**config.mk**
```make
export PLATFORM = sky130hd
export DESIGN_NAME = instr_fetch
export DESIGN_NICKNAME = d
export VERILOG_FILES = /design/src/rtl/eka_fetch_pkg.sv /design/src/rtl/instr_fetch.sv
export SDC_FILE = /design/constraint.sdc
export NUM_CORES = 1
export LEC_CHECK = 0
export BUFFER_PORTS_ARGS = -buffer_cell sky130_fd_sc_hd__buf_4
export CAP_MARGIN = 20
export CORE_MARGIN = 5
export CORE_UTILIZATION = 40
export DETAILED_ROUTE_END_ITERATION = 8
export PLACE_DENSITY = 0.87
export RECOVER_POWER = 50
export SETUP_SLACK_MARGIN = 0.05
export SLEW_MARGIN = 20
export SYNTH_ARGS = -nofsm -noshare
export SYNTH_HDL_FRONTEND = slang
export SYNTH_SLANG_ARGS = --single-unit
```
**constraint.sdc**
```tcl
create_clock -name clk -period 2.5 [get_ports clk]
set_input_delay 0.75 -clock clk [delete_from_list [all_inputs] [get_ports clk]]
set_output_delay 0.75 -clock clk [all_outputs]
set_load 0.03 [all_outputs]
```
**src/rtl/eka_fetch_pkg.sv**
```systemverilog
// Shared types and defaults for the Eka instruction-fetch stage.
package eka_fetch_pkg;

    // Fetch sequencer: issue request, wait for data, hold result for decode
    typedef enum logic [1:0] {
        S_REQ  = 2'd0,
        S_WAIT = 2'd1,
        S_DONE = 2'd2
    } fetch_state_t;

    // ADDI x0,x0,0 - substituted for a fetch that returned a bus error
    localparam logic [31:0] NOP_INSTR_DEFAULT = 32'h0000_0013;

    // Byte-address width of instruction memory and the matching word-PC width
    localparam int unsigned ADDR_WIDTH_DEFAULT = 32;
    localparam int unsigned PC_WIDTH_DEFAULT   = ADDR_WIDTH_DEFAULT - 2;

endpackage

```
**src/rtl/instr_fetch.sv**
```systemverilog
// Instruction-fetch stage: turns the word PC into a single outstanding
// req/gnt/rvalid instruction-memory transaction, registers the returned
// word for decode, and stalls PC control until the fetch has completed
// and the rest of the core is ready.
module instr_fetch
    import eka_fetch_pkg::*;
#(
    parameter int unsigned ADDR_WIDTH = ADDR_WIDTH_DEFAULT,
    parameter logic [31:0] NOP_INSTR  = NOP_INSTR_DEFAULT
) (
    input  logic                  clk,
    input  logic                  reset,
    input  logic [ADDR_WIDTH-3:0] PC,
    input  logic                  ext_stall,
    output logic                  stall,
    output logic                  imem_req,
    output logic [ADDR_WIDTH-1:0] imem_addr,
    input  logic                  imem_gnt,
    input  logic                  imem_rvalid,
    input  logic [31:0]           imem_rdata,
    input  logic                  imem_err,
    output logic [31:0]           instr,
    output logic [ADDR_WIDTH-3:0] instr_pc,
    output logic                  instr_valid,
    output logic                  instr_fault
);

    fetch_state_t state;
    logic         fetch_busy;

    // Sequencer plus result registers; rvalid is only honoured in S_WAIT,
    // so a response still in flight across a reset is dropped.
    always_ff @(posedge clk or posedge reset) begin
        if (reset) begin
            state       <= S_REQ;
            instr       <= NOP_INSTR;
            instr_pc    <= '0;
            instr_valid <= 1'b0;
            instr_fault <= 1'b0;
        end else begin
            case (state)
                S_REQ: begin
                    if (imem_gnt) begin
                        instr_pc <= PC;
                        state    <= S_WAIT;
                    end
                end
                S_WAIT: begin
                    if (imem_rvalid) begin
                        instr       <= imem_err ? NOP_INSTR : imem_rdata;
                        instr_fault <= imem_err;
                        instr_valid <= 1'b1;
                        state       <= S_DONE;
                    end
                end
                S_DONE: begin
                    // PC control advances on this same edge when not stalled
                    if (!ext_stall) begin
                        instr_valid <= 1'b0;
                        state       <= S_REQ;
                    end
                end
                default: begin
                    instr_valid <= 1'b0;
                    state       <= S_REQ;
                end
            endcase
        end
    end

    // Request, address and stall decode; the request is gated by reset
    // because the sequencer already sits in S_REQ while reset is held.
    always_comb begin
        fetch_busy = (state != S_DONE);
        stall      = fetch_busy | ext_stall;
        imem_req   = (state == S_REQ) & ~reset;
        imem_addr  = {PC, 2'b00};
    end

endmodule

```
======== After elaboration in Yosys (flattened, before gate mapping) ========
Cells that the tools add are included.
storage, ports and cells
  register bits ........................... 66
  output and inout port bits .............. 98
  logic and storage cells ................. 28
cells by class
  equal/unequal tests ..................... 6
  mux-type cells .......................... 8
  bitwise operators ....................... 4
  reductions and logical operators ........ 5
operators with widths
  operator                                                               count
  32-bit two-way mux                                                     1
  2-bit inequality test, second input constant                           4
  2-bit two-way mux                                                      3
  2-bit one-hot mux with 3 select lines                                  1
  3-bit AND reduction                                                    2
  2-bit AND reduction                                                    2
  1-bit one-hot mux with 3 select lines                                  1
  2-bit by 1-bit equality test with 1-bit output, second input constant  1
  2-bit equality test, second input constant                             1
  2-bit zero test                                                        1
  1-bit two-way mux                                                      2
  1-bit inverter                                                         2
  1-bit bitwise AND                                                      1
  1-bit bitwise OR                                                       1

======== Longest topological paths before layout ========
  depth after elaboration ................. 3
  gate-level depth with buffers ........... 4
  gate-level depth less buffers ........... 2

======== Worst setup path after synthesis ========
No wires, ideal clock.
  kind .................................... input to output
  start ................................... input reset
  end ..................................... output imem_req
  arrival ................................. 1.402 ns
  data required time ...................... 1.750 ns
  path slack .............................. 0.348 ns
  stages .................................. 1
  buffers on the path ..................... 0
  cells stage by stage .................... nor3_1
on the way
  cells in the longest elaborated chain, start to end .. 2
ends and longest elaborated chain
  what               line               source
  start, declared    instr_fetch.sv:12  input logic reset,
  1-bit inverter     instr_fetch.sv:76  imem_req = (state == S_REQ) & ~reset;
  1-bit bitwise AND  instr_fetch.sv:76
  end, declared      instr_fetch.sv:16  output logic imem_req,
Every way passes these cells.

======== Final worst setup path ========
Ends and elaborated chain as after synthesis.

==> results.ini <==
[timing]
timing_worst_slew_pin_value_ns=0.856
period_share_pct=77.3
rsz0062_at_grt=false
timing.final.max_slew_violations=0
fin_skew_ns=0.00763
fin_crit_ns=1.93
tns_ns=0
max_clock_freq_mhz=517
hold_viol=0
maxSlewHeadroom_pct=42.9
final.setup.worst_slack_ns=0.567
setup_violations=0

[layout]
finish.utilization_pct=57.2
final_layout_size_suffix_gt1_share_pct=60.3
finalNetCount=424
final.fill_count=639
n_antenna_cell=0
area_delta_synth_final_pct=37.6

[floorplanning]
core_area_um2=7330
die-area_um2=9470
start_util_pct=41.6
die_w_um=97.3
ios=166
rows=31
die_h_um=97.3

[critical_path]
timing.rr.start=state[1]
path_delay_family=buffers and inverters
r2r_slack_ns=0.61
crit_start=reset
crit_path_end_kind=output pin
timing.rr.end=instr[30]
worstPathMaxFanout=2
slowest_stage=buf_4
worstPathRequired_ns=1.75
cpPeakStageDelay_ns=0.19
path_cells=clkbuf_4 -> nor3_1 -> buf_4
arrival_ns=1.18
worstRegToRegCells=3
path_buf_inv=2
worstSetupPathType=input port to output pin
critical_path.startpoint_type=input port
cp.depth=3

[clock_tree]
post_cts_resized=0
cts_sinks=66
cts_setup_buffers=0
clockBufferDepth=2
cts-htree-levels=3
cts_tree=built
cts-root-buf=clkbuf_8
path_clk_slew_ns=0.07
clk_latency_ns=0.32
postCtsHoldBufs=0
cts_buffers=9

[synthesis]
synth_compound_area_share_pct=0.862
syn_area_per_cell_um2=13.9
synth_seq_area_share_pct=54.3
synth_top_family_by_area=multiplexers
synthAdderAreaFrac_pct=0
synth.mux.area_fraction_pct=26.3
ys_warn_count=0
synth_area_um2=3050
yosys.area_share.simple_pct=7.88
postSynthCellCount=220
synth-xor-area-share_pct=0
ys_types=21
synth_seq_cells=66

[routing]
antenna_left=0
wirelength_um=7010
dr.first_iter.drc_count=25
num_vias=2097
dr.pass1.iters=2
route.detailed.drc=0
wire_per_inst_um=15.3
via_per_inst=4.57

[placement]
place_ws_ns=0.549
place_congestion=0.776
dp_hpwl_um=5450
port_buffers=163

[min_path]
hold_start=instr[4]
holdPathStages=2
hold_end=instr[4]
hp-class=flip-flop to flip-flop

[run]
cap_viol_max_count=0

[power]
p_leak_uw=0.00211
p_per_area_nw_per_um2=1320
peakVddDrop_uv=505

[grt]
grt_usage_pct=15.0
grt_pass1_vias=2343
overflow=0
grt_pass1_wl_um=11600
grt_max_degree=67
antenna_found_initial=0

[run_status]
status=complete, no violations

synthesized netlist by cell type, drive strengths merged:
library cell / instances / area [um2]
dfrtp: 63 / 1580
mux2: 60 / 773
buf: 39 / 294
nor2b: 30 / 188
inv: 4 / 15.0
nor2: 4 / 15.0
clkbuf: 3 / 11.3
dfstp: 3 / 78.8
mux2i: 3 / 30.0
a21oi: 2 / 10.0
nand2b: 2 / 12.5
a21o: 1 / 7.51
and3b: 1 / 8.76
conb: 1 / 3.75
nand2: 1 / 3.75
nor3: 1 / 5.00
nor3b: 1 / 7.51
o2bb2ai: 1 / 8.76
cell type report:
class	count	area (um2)	share of cell area, %
clock buffer	12	155	3.70
clock inverter	3	15.0	0.358
inverter	4	15.0	0.358
multi-input combinational	109	981	23.4
sequential	66	1660	39.5
tap	99	124	2.95
timing repair buffer	166	1250	29.8
cell usage in the layout, fill, tap and decap left out, drive strengths merged, types with 2 or more instances in the layout:
cell,n
inv,4
conb,2
dfrtp,63
dfstp,3
nand2b,2
buf,162
clkbuf,16
nor2b,30
clkinv,3
mux2i,3
a21oi,2
nor2,4
mux2,60
worst min-delay path, delay by kind of cell, from the launching register on:
kind     cells  cell delay (ns)
buf+inv      1             0.04
mux          1             0.05
flops        1             0.37
per-stage QoR:
step	total power (uW)	hold slack (ns)	std cells	cell area, um2
finish	5530	0.468	459	4200
global route	5850	0.498	459	4200
CTS	5840	0.473	459	4320
detailed placement	5040	0.463	444	4150
global placement	4950	0.451	444	4150
floorplan	3910	0.490	221	3050
report_power, final:
part / internal, uW / switching, uW / leakage (uW) / total [uW]
combinational: 1200 / 1660 / 0.00122 / 2860
sequential: 1600 / 297 / 0.000803 / 1900
clock: 404 / 367 / 0.0000920 / 771
layer usage:
metal | part of all wire, % | GRT usage, %
met2 | 51 | 26.0
met1 | 36 | 15.7
met3 | 11 | 7.54
met4 | 1.2 | 5.43
met5 | 0 | 0
how the worst max path moves through the flow:
stage	to	slack (ns)
after floorplan	instr[10]	0.10
after global placement	stall	0.56
after detailed placement	stall	0.55
after CTS	stall	0.55
after global routing	instr[30]	0.50
final	imem_req	0.57
sequential cells by signal (all words and copies together), names as in the netlist:
signal / flops
instr_pc: 30
instr: 32
instr_valid: 1
instr_fault: 1
state: 2
cell families after synthesis:
kind of cell	after synthesis
mux	63
flops	66
simple gates	40
buf+inv	46
compound gates	4
other cells	1
No activity file was read; power rests on OpenSTA's default activity.
